**src/rtl/descriptor_rr_arbiter.sv**
```systemverilog
// Round-robin arbiter in front of the transmit descriptor FIFO write port.
// One registered grant per request; the granted port must release before the next arbitration.
module descriptor_rr_arbiter #(
    parameter int PORT_NUM    = 4,
    parameter int FIFO_AW     = 8,
    parameter int FULL_THRESH = 250
) (
    input  logic                   i_clk,
    input  logic                   i_rst_n,
    input  logic [PORT_NUM*48-1:0] iv_tsntag,
    input  logic [PORT_NUM*3-1:0]  iv_pkt_type,
    input  logic [PORT_NUM*9-1:0]  iv_bufid,
    input  logic [PORT_NUM-1:0]    i_descriptor_wr,
    output logic [PORT_NUM-1:0]    ov_descriptor_ack,
    input  logic [FIFO_AW-1:0]     iv_fifo_usedw,
    output logic [56:0]            ov_fifo_wdata,
    output logic [2:0]             ov_pkt_type,
    output logic                   o_fifo_wr
);

    localparam int                 PTR_W     = (PORT_NUM > 2) ? $clog2(PORT_NUM) : 1;
    localparam logic [FIFO_AW-1:0] THRESH    = FIFO_AW'(FULL_THRESH);
    localparam logic [PTR_W-1:0]   LAST_PORT = PTR_W'(PORT_NUM - 1);

    typedef enum logic [1:0] {
        ST_IDLE     = 2'b00,
        ST_WAIT_REL = 2'b01
    } state_e;

    state_e                state_q, state_d;
    logic [PTR_W-1:0]      rr_ptr_q, rr_ptr_d;
    logic [PTR_W-1:0]      gnt_idx_q, gnt_idx_d;
    logic [PORT_NUM-1:0]   ack_q, ack_d;
    logic                  fifo_wr_q, fifo_wr_d;
    logic [56:0]           wdata_q, wdata_d;
    logic [2:0]            pkt_type_q, pkt_type_d;

    logic [PTR_W-1:0]      pick_s;
    logic [PTR_W-1:0]      cand_s;
    logic                  found_s;
    logic                  eligible_s;
    int                    scan_sum_s;

    // Rotating scan from rr_ptr; wrap is explicit so PORT_NUM need not be a power of two.
    always_comb begin
        found_s    = 1'b0;
        pick_s     = '0;
        cand_s     = '0;
        scan_sum_s = 0;
        for (int i = 0; i < PORT_NUM; i++) begin
            scan_sum_s = int'(rr_ptr_q) + i;
            cand_s     = PTR_W'((scan_sum_s >= PORT_NUM) ? (scan_sum_s - PORT_NUM) : scan_sum_s);
            pick_s     = (!found_s && i_descriptor_wr[cand_s]) ? cand_s : pick_s;
            found_s    = found_s | i_descriptor_wr[cand_s];
        end
        eligible_s = found_s && (iv_fifo_usedw < THRESH);
    end

    // Next-state and next-output logic; every strobe is a single cycle.
    always_comb begin
        state_d    = state_q;
        rr_ptr_d   = rr_ptr_q;
        gnt_idx_d  = gnt_idx_q;
        ack_d      = '0;
        fifo_wr_d  = 1'b0;
        wdata_d    = '0;
        pkt_type_d = '0;
        case (state_q)
            ST_IDLE: begin
                if (eligible_s) begin
                    fifo_wr_d  = 1'b1;
                    ack_d      = {{(PORT_NUM-1){1'b0}}, 1'b1} << pick_s;
                    wdata_d    = {iv_tsntag[48*int'(pick_s) +: 48], iv_bufid[9*int'(pick_s) +: 9]};
                    pkt_type_d = iv_pkt_type[3*int'(pick_s) +: 3];
                    gnt_idx_d  = pick_s;
                    rr_ptr_d   = (pick_s == LAST_PORT) ? '0 : (pick_s + 1'b1);
                    state_d    = ST_WAIT_REL;
                end else begin
                    state_d    = ST_IDLE;
                end
            end
            ST_WAIT_REL: begin
                if (!i_descriptor_wr[gnt_idx_q]) begin
                    state_d = ST_IDLE;
                end else begin
                    state_d = ST_WAIT_REL;
                end
            end
            default: begin
                state_d = ST_IDLE;
            end
        endcase
    end

    // State, pointer and registered outputs.
    always_ff @(posedge i_clk or negedge i_rst_n) begin
        if (!i_rst_n) begin
            state_q    <= ST_IDLE;
            rr_ptr_q   <= '0;
            gnt_idx_q  <= '0;
            ack_q      <= '0;
            fifo_wr_q  <= 1'b0;
            wdata_q    <= '0;
            pkt_type_q <= '0;
        end else begin
            state_q    <= state_d;
            rr_ptr_q   <= rr_ptr_d;
            gnt_idx_q  <= gnt_idx_d;
            ack_q      <= ack_d;
            fifo_wr_q  <= fifo_wr_d;
            wdata_q    <= wdata_d;
            pkt_type_q <= pkt_type_d;
        end
    end

    assign ov_descriptor_ack = ack_q;
    assign o_fifo_wr         = fifo_wr_q;
    assign ov_fifo_wdata     = wdata_q;
    assign ov_pkt_type       = pkt_type_q;

endmodule

```
**config.mk**
```make
export PLATFORM = sky130hd
export DESIGN_NAME = descriptor_rr_arbiter
export DESIGN_NICKNAME = d
export VERILOG_FILES = /design/src/rtl/descriptor_rr_arbiter.sv
export SDC_FILE = /design/constraint.sdc
export NUM_CORES = 1
export LEC_CHECK = 0
export CAP_MARGIN = 20
export CORE_AREA = 2 2 125 127
export DETAILED_ROUTE_END_ITERATION = 10
export DIE_AREA = 0 0 127 129
export PLACE_DENSITY = 0.76
export SLEW_MARGIN = 20
export SYNTH_ARGS = -nofsm -noshare
export SYNTH_HDL_FRONTEND = slang
export SYNTH_SLANG_ARGS = --single-unit
```
**constraint.sdc**
```tcl
create_clock -name i_clk -period 2.1 [get_ports i_clk]
set_clock_uncertainty 0.15 [all_clocks]
set_input_delay 0.21 -clock i_clk [delete_from_list [all_inputs] [get_ports i_clk]]
set_output_delay 0.21 -clock i_clk [all_outputs]
set_load 0.02 [all_outputs]
```
# == Word level (Yosys, flattened, before mapping) ==
# Index checks and enable logic that the tools add are counted.
# op_classes
addsub,8
multipliers,3
magnitude_cmp,10
n_eq_ne,2
n_shift,4
muxes,30
n_bitwise,3
reduce_logical,9
# ops
cell,n
variable part select 192 x 9 -> 48 bit,1
2-to-1 mux 57 bit,2
variable part select 36 x 7 -> 9 bit,1
2-to-1 mux 2 bit,9
"less-than comparator 2 x 3 -> 1 bit, second input constant",5
variable part select 12 x 5 -> 3 bit,1
binary-select mux 1 bit (select 2 bit),5
"greater-or-equal comparator 3 bit, second input constant",3
2-to-1 mux 1 bit,9
"less-than comparator 8 bit, second input constant",1
"multiplier 2 x 2 -> 4 bit, first input constant",2
2-to-1 mux 4 bit,2
"subtractor 2 x 1 -> 2 bit, second input constant",4
"adder 2 x 2 -> 3 bit, second input constant",2
"multiplier 4 x 2 -> 6 bit, first input constant",1
2-to-1 mux 3 bit,2
logical AND 1 bit,4
one-hot mux 2 bit (2 select lines),1
"<< shifter 1 x 2 -> 4 bit, first input constant",1
"adder 2 x 1 -> 3 bit, second input constant",1
"greater-or-equal comparator 2 x 3 -> 1 bit, second input constant",1
zero test 1 bit,3
bitwise OR 1 bit,3
"adder 2 x 1 -> 2 bit, second input constant",1
other kinds (4),4
# word_totals
regBits,71
input_bits,254
output_inout_bits,65
elab_cells,76

# == Depth between registers and ports, before layout ==
# Gate-level depths: netlist of run 1.
# depth
depth_word,14
depth_mapped,8
depth_no_buf,7

# == Worst setup path before layout of run 1 ==
# OpenSTA, ideal clock, no wires.
# synth_path
path_kind,reg2reg
start,reg rr_ptr_q[1]
end,"reg ack_q[0], in the netlist ov_descriptor_ack[0]"
setup_ns,0.119
arrival_ns,1.655
required_ns,1.831
slack_ns,0.176
path_stages_with_launch,9
n_path_buf,2
synth_period_minus_slack_ns,1.924
path_cell_list,dfrtp_1 > nor2b_1 > o21a_1 > a211oi_2 > inv_2 > buf_4 > buf_6 > ha_1 > and2_1
# synth_between
elab_chain_cells,13
word_cells_on_any_way,40
cone_classes,7 x add/sub; 4 x order compare; 1 x shift; 18 x mux; 3 x bitwise; 7 x reduce/logical
# synth_rtl
element,line,text
"start, declared",31,"logic [PTR_W-1:0] rr_ptr_q, rr_ptr_d;"
"start signal, assigned",107,rr_ptr_q <= rr_ptr_d;
adder 2 x 1 -> 3 bit,51,scan_sum_s = int'(rr_ptr_q) + i;
greater-or-equal comparator 3 bit or subtractor 2 x 1 -> 2 bit (tied branches),52,cand_s = PTR_W'((scan_sum_s >= PORT_NUM) ? (scan_sum_s - PORT_NUM) : scan_sum_s);
2-to-1 mux 2 bit,52,
binary-select mux 1 bit (select 2 bit),"53, 54",
2-to-1 mux 1 bit (not written as such),"53, 54",
bitwise OR 1 bit,54,found_s = found_s | i_descriptor_wr[cand_s];
zero test 1 bit or bitwise OR 1 bit (tied branches),"53, 54",
logical AND 1 bit or zero test 1 bit (tied branches),53,pick_s = (!found_s && i_descriptor_wr[cand_s]) ? cand_s : pick_s;
2-to-1 mux 2 bit or logical AND 1 bit (tied branches),53,
2-to-1 mux 2 bit (*),53,
named net pick_s[0],38,logic [PTR_W-1:0] pick_s;
<< shifter 1 x 2 -> 4 bit (*),72,"ack_d = {{(PORT_NUM-1){1'b0}}, 1'b1} << pick_s;"
2-to-1 mux 4 bit (*),70,if (eligible_s) begin
2-to-1 mux 4 bit (*),68,case (state_q)
named net ack_d[0],33,"logic [PORT_NUM-1:0] ack_q, ack_d;"
"end signal, assigned",109,ack_q <= ack_d;
"end, declared",33,
# Mark *: on every way through the listed nets, which the timed path passes. The rest lies on a longest branch. The select of a mux whose other input is x is not followed.
# A chain may end at the register's enable or synchronous reset.

# == Worst setup path after layout of run 1 ==
# layout_path
start,reg rr_ptr_q[1]
end,"reg ack_q[2], in the netlist ov_descriptor_ack[2]"
# Same word-level chain as after synthesis.

==> results.yml, run 1 <==
hold_path:
  holdCritPathClass: "in -> reg"
cells_and_area:
  layout_common_cells: "clkdlybuf4s50_1, mux2i_1, dfrtp_1"
  insertedDiodeCount: 0
  drive_gt1_share_pct: 7.98
  fill_cells: 1300
  area_delta_synth_final_pct: 105
  instances_no_fill: 840
  final_core_util_pct: 51.2
  nets: 905
  final_common_cell: "clkdlybuf4s50_1"
  design_area_um2: 7670
sta:
  min_period_ps: 2050
  layout_setup_ws_ps: 46.4
  relSlewSlack_pct: 40.3
  min_period_over_period_pct: 97.8
  tightest_slew_ps: 895
  hold_viol: 0
  rsz0062_at_grt: "true"
  tns_ps: 0
  whs_ps: 358
  setup_viol: 0
  fmax_mhz: 487
  drv_slew: 0
placed_design:
  dp.cells: 818
  dp_slack_ps: -305
  place_hpwl_um: 11500
  portBuffers: 317
  placed_cell_area_um2: 7290
  globalplace.congestion: 0.825
drt:
  drt-initial-drc-count: 161
  via_per_inst: 4.63
  vias: 3885
  drc: 0
  drtAntennaViolNets: 0
  drt-total-wl_um: 14500
  drtPass1Iterations: 4
  avgRoutedWirePerCell_um: 17.3
clock_network:
  cts_tree: "yes"
  cts_inserted_buffers: 9
  htree_levels: 3
  clk_latency_ps: 320
  clkSinkCount: 70
  cts.clk_slew.worst_paths_ps: 60
  root_buffer: "clkbuf_16"
  clock_path_buffers: 2
synth:
  ys_seq_elements: 70
  ys_seq_area_share_pct: 46.7
  syn-num-nets: 575
  synth_area_per_cell_um2: 11.8
  netlist_area_um2: 3750
  synth_cells: 317
  synth_cell_types: 28
  yosys_warnings: 0
grt:
  first_global_vias: 4270
  grtUsageTotal_pct: 17.0
  grt_antenna_before_repair: 0
  grt_max_degree: 71
  grt_pass1_wl_um: 21600
  overflow: 0
power_and_ir_drop:
  peakVddDrop_uv: 541
  powerDensity_nw_per_um2: 1140
  p_total_mw: 8.74
  leakage_nw: 3.43
die:
  rows: 45
  die_area_um2: 16400
  die_h_um: 129
  core_um2: 15000
  initial_core_util_pct: 25.1
  die_width_um: 127
  pin_count: 319
worst_setup_path:
  required_ps: 2160
  cp-start-kind: "flop"
  path_class: "reg -> reg"
  cp_data_arrival_time_ps: 2110
  end_kind: "flop"
  worstPathMaxFanout: 8
status:
  outcome: "completed"
job:
  max_cap_violations: 0
worst paths after layout:
path,endpoint,slack (ps),depth (start not counted),from
worst max-delay path,ov_descriptor_ack[2],50,8,rr_ptr_q[1]
worst min-delay path,state_q[0],360,3,i_descriptor_wr[3]
worst min register to register,state_q[0],370,1,state_q[0]
max in group asynchronous,ov_fifo_wdata[14],810,2,i_rst_n
min in group asynchronous,o_fifo_wr,410,2,i_rst_n
worst max register to register,ov_descriptor_ack[2],50,8,rr_ptr_q[1]
critical path, cell delays in order (launching register included):
cell and delay (ps):
dfrtp_1 370, nor2b_1 150, o21a_1 210, a211oi_2 220
bufinv_8 260, buf_8 150, buf_4 130, ha_1 170
and2_1 130
layout make-up:
cell class              instances  area [um2]  share of cell area, %
repair buffers                344        3510                   45.7
multi-input cells             215        1840                   24.0
flip-flops and latches         70        1750                   22.8
clock buffers                  12         256                   3.34
well taps                     188         235                   3.06
clock inverters                 4        45.0                  0.587
inverters                       7        40.0                  0.522
sequential cells by signal (all words and copies together), names as in the netlist:
name	flops
rr_ptr_q	2
ov_fifo_wdata	57
ov_pkt_type	3
ov_descriptor_ack	4
gnt_idx_q	2
state_q	1
o_fifo_wr	1
cell families after synthesis:
logic type      share of synthesized area [%]
compound gates                           12.0
fa+ha+maj                                1.33
buf+inv                                  4.67
flops                                    46.7
mux                                      32.6
simple gates                             2.67
synthesized netlist by cell type (all sizes together):
cell type  count  area share [%]
mux4           1            0.60
dfrtp         70              47
a21o           1            0.20
nand2          5            0.50
a221oi         1            0.23
o211ai         1            0.20
nand3          1            0.13
nand4          1            0.17
nor2           3            0.30
and2           4            0.67
nor3           2            0.40
a211oi         1            0.33
clkbuf        10             1.0
ha             4             1.3
mux2i        120              32
inv            7            0.70
o21a           2            0.40
nand2b         1            0.17
buf           15             3.0
nor4           1            0.17
o22ai         60              10
nor2b          1            0.17
o21ai          5            0.67
routing by layer:
metal	vias to the layer above	share of wire (%)	global-route usage (%)
li1	1864	-	-
met1	1805	36	18.0
met2	195	53	32.3
met3	21	8.5	4.66
met4	0	1.9	6.21
met5	-	0	0
report_power, final:
group	leakage (nW)	switching (mW)	internal [mW]	total, mW
Combinational	2.36	2.42	2.66	5.08
Clock	0.152	0.552	0.978	1.53
Sequential	0.916	0.193	1.93	2.13
timing repair:
| item | in CTS | in global routing |
|---|---|---|
| setup buffers | 0 | 5 |
| endpoints found under the setup margin | 0 | 35 |
| hold endpoints to repair | 70 | 0 |
| gates resized for setup | 0 | 10 |
| hold buffers | 1 | 0 |
(Power assumes the default switching activity.)
==> run 2, diff against run 1 <==
Clock period 2.1 ns to 2.19 ns, I/O delays scaled along.
==> run 2 against run 1 <==
Net effect:
- clock power is 14% lower
- via count grew 0.26%
- utilization fell by 0.67 points
- routed wire length decreased by 3.7%
- critical path type is now in -> reg
- critical endpoint is now ov_fifo_wdata[9]
==> results.yml, run 2 (synthesis gave the netlist of run 1 again) <==
placed_design:
  dp.cells: 820
  placed_cell_area_um2: 7300
  portBuffers: 317
  place_hpwl_um: 11300
  globalplace.congestion: 0.829
die:
  rows: 45
  die_area_um2: 16400
  die_width_um: 127
  pin_count: 319
  die_h_um: 129
  initial_core_util_pct: 25.1
  core_um2: 15000
cells_and_area:
  design_area_um2: 7570
  final_core_util_pct: 50.6
  multi_input_area_um2: 1830
  drive_gt1_share_pct: 6.81
  final_common_cell: "clkdlybuf4s50_1"
  instances_no_fill: 834
  fill_cells: 1317
  area_delta_synth_final_pct: 102
  layout_common_cells: "clkdlybuf4s50_1, mux2i_1, dfrtp_1"
  nets: 902
  insertedDiodeCount: 0
  seqCellArea_um2: 1750
  largest_reg_flops: 57
worst_setup_path:
  worstPathMaxFanout: 32
  cp_data_arrival_time_ps: 2110
  reg2reg_slack_ps: 150
  end_kind: "flop"
  r2r_start: "rr_ptr_q[1]"
  cp-start-kind: "input pin"
  r2r_cells: 7
  required_ps: 2240
  path_class: "in -> reg"
  r2r_end: "ov_fifo_wdata[9]"
sta:
  relSlewSlack_pct: 41.6
  rsz0062_at_grt: "false"
  hold_viol: 0
  setup_viol: 0
  drv_slew: 0
  min_period_ps: 2060
  tns_ps: 0
  fmax_mhz: 484
  min_period_over_period_pct: 94.3
  tightest_slew_ps: 875
hold_path:
  holdCritPathClass: "reg -> reg"
  hold_end: "state_q[0]"
  hold_start: "state_q[0]"
  holdPathStages: 1
drt:
  avgRoutedWirePerCell_um: 16.7
  via_per_inst: 4.67
  drtPass1Iterations: 4
  drt-initial-drc-count: 108
  drtAntennaViolNets: 0
  drt-total-wl_um: 14000
  vias: 3895
  drc: 0
power_and_ir_drop:
  leakage_nw: 3.38
  peakVddDrop_uv: 432
  powerDensity_nw_per_um2: 1070
clock_network:
  cts-resized-gates: 0
  cts.clk_slew.worst_paths_ps: 50
  clkSinkCount: 70
  clock_path_buffers: 2
  clk_latency_ps: 320
  cts_inserted_buffers: 9
  cts_tree: "yes"
  root_buffer: "clkbuf_16"
  htree_levels: 3
grt:
  overflow: 0
  first_global_vias: 4193
  grt_max_degree: 71
  grt_pass1_wl_um: 21000
  grtUsageTotal_pct: 16.5
  grt_antenna_before_repair: 0
status:
  outcome: "completed"
job:
  max_cap_violations: 0
==> run 2: worst max-delay path by stage <==
stage                             startpoint                    to  depth (start not counted)
final                     i_descriptor_wr[3]      ov_fifo_wdata[9]                          8
after global routing             rr_ptr_q[1]      ov_fifo_wdata[9]                          7
after CTS                        rr_ptr_q[1]      ov_fifo_wdata[9]                          7
after detailed placement  i_descriptor_wr[3]      ov_fifo_wdata[9]                          8
after global placement    i_descriptor_wr[3]      ov_fifo_wdata[1]                          8
after floorplan                  rr_ptr_q[1]  ov_descriptor_ack[0]                          8
==> run 2: per-layer routing <==
layer,wire (um),GRT usage (%),vias up
li1,-,-,1855
met3,1150,4.78,25
met1,5150,17.5,1828
met2,7320,30.5,187
met4,345,7.37,0
met5,0,0,-
==> run 2: critical path: stages <==
cell and delay, ps:
clkdlybuf4s50_1 590, nor2b_1 90, o21a_1 200, a211oi_2 270, inv_4 180, buf_12 220
mux2i_1 200, o22ai_1 110
==> run 2: what timing repair did <==
action,in CTS,in global routing
hold endpoints to repair,70,0
buffers inserted,0,0
hold buffers,1,0
==> run 2: layout make-up <==
cell class | count | share of cell area, %
clock buffers | 11 | 3.34
clock inverters | 2 | 0.132
inverters | 7 | 0.380
multi-input cells | 215 | 24.2
flip-flops and latches | 70 | 23.1
well taps | 188 | 3.11
repair buffers | 341 | 45.8
==> run 2: per-stage QoR <==
stage          hold slack (ps)  power, mW  worst slack (ps)
6_report                   350       8.11               125
4_1_cts                    352       8.21               150
3_5_place_dp               257       6.87              -197
2_1_floorplan             -227       4.53               266
3_3_place_gp               238       6.76              -136
5_1_grt                    360       8.56              28.1
==> run 2: where the power goes <==
part	switching, mW	internal, mW	total (mW)
sequential	0.189	1.86	2.04
clock	0.504	0.804	1.31
combinational	2.29	2.47	4.76
total	2.98	5.13	8.11
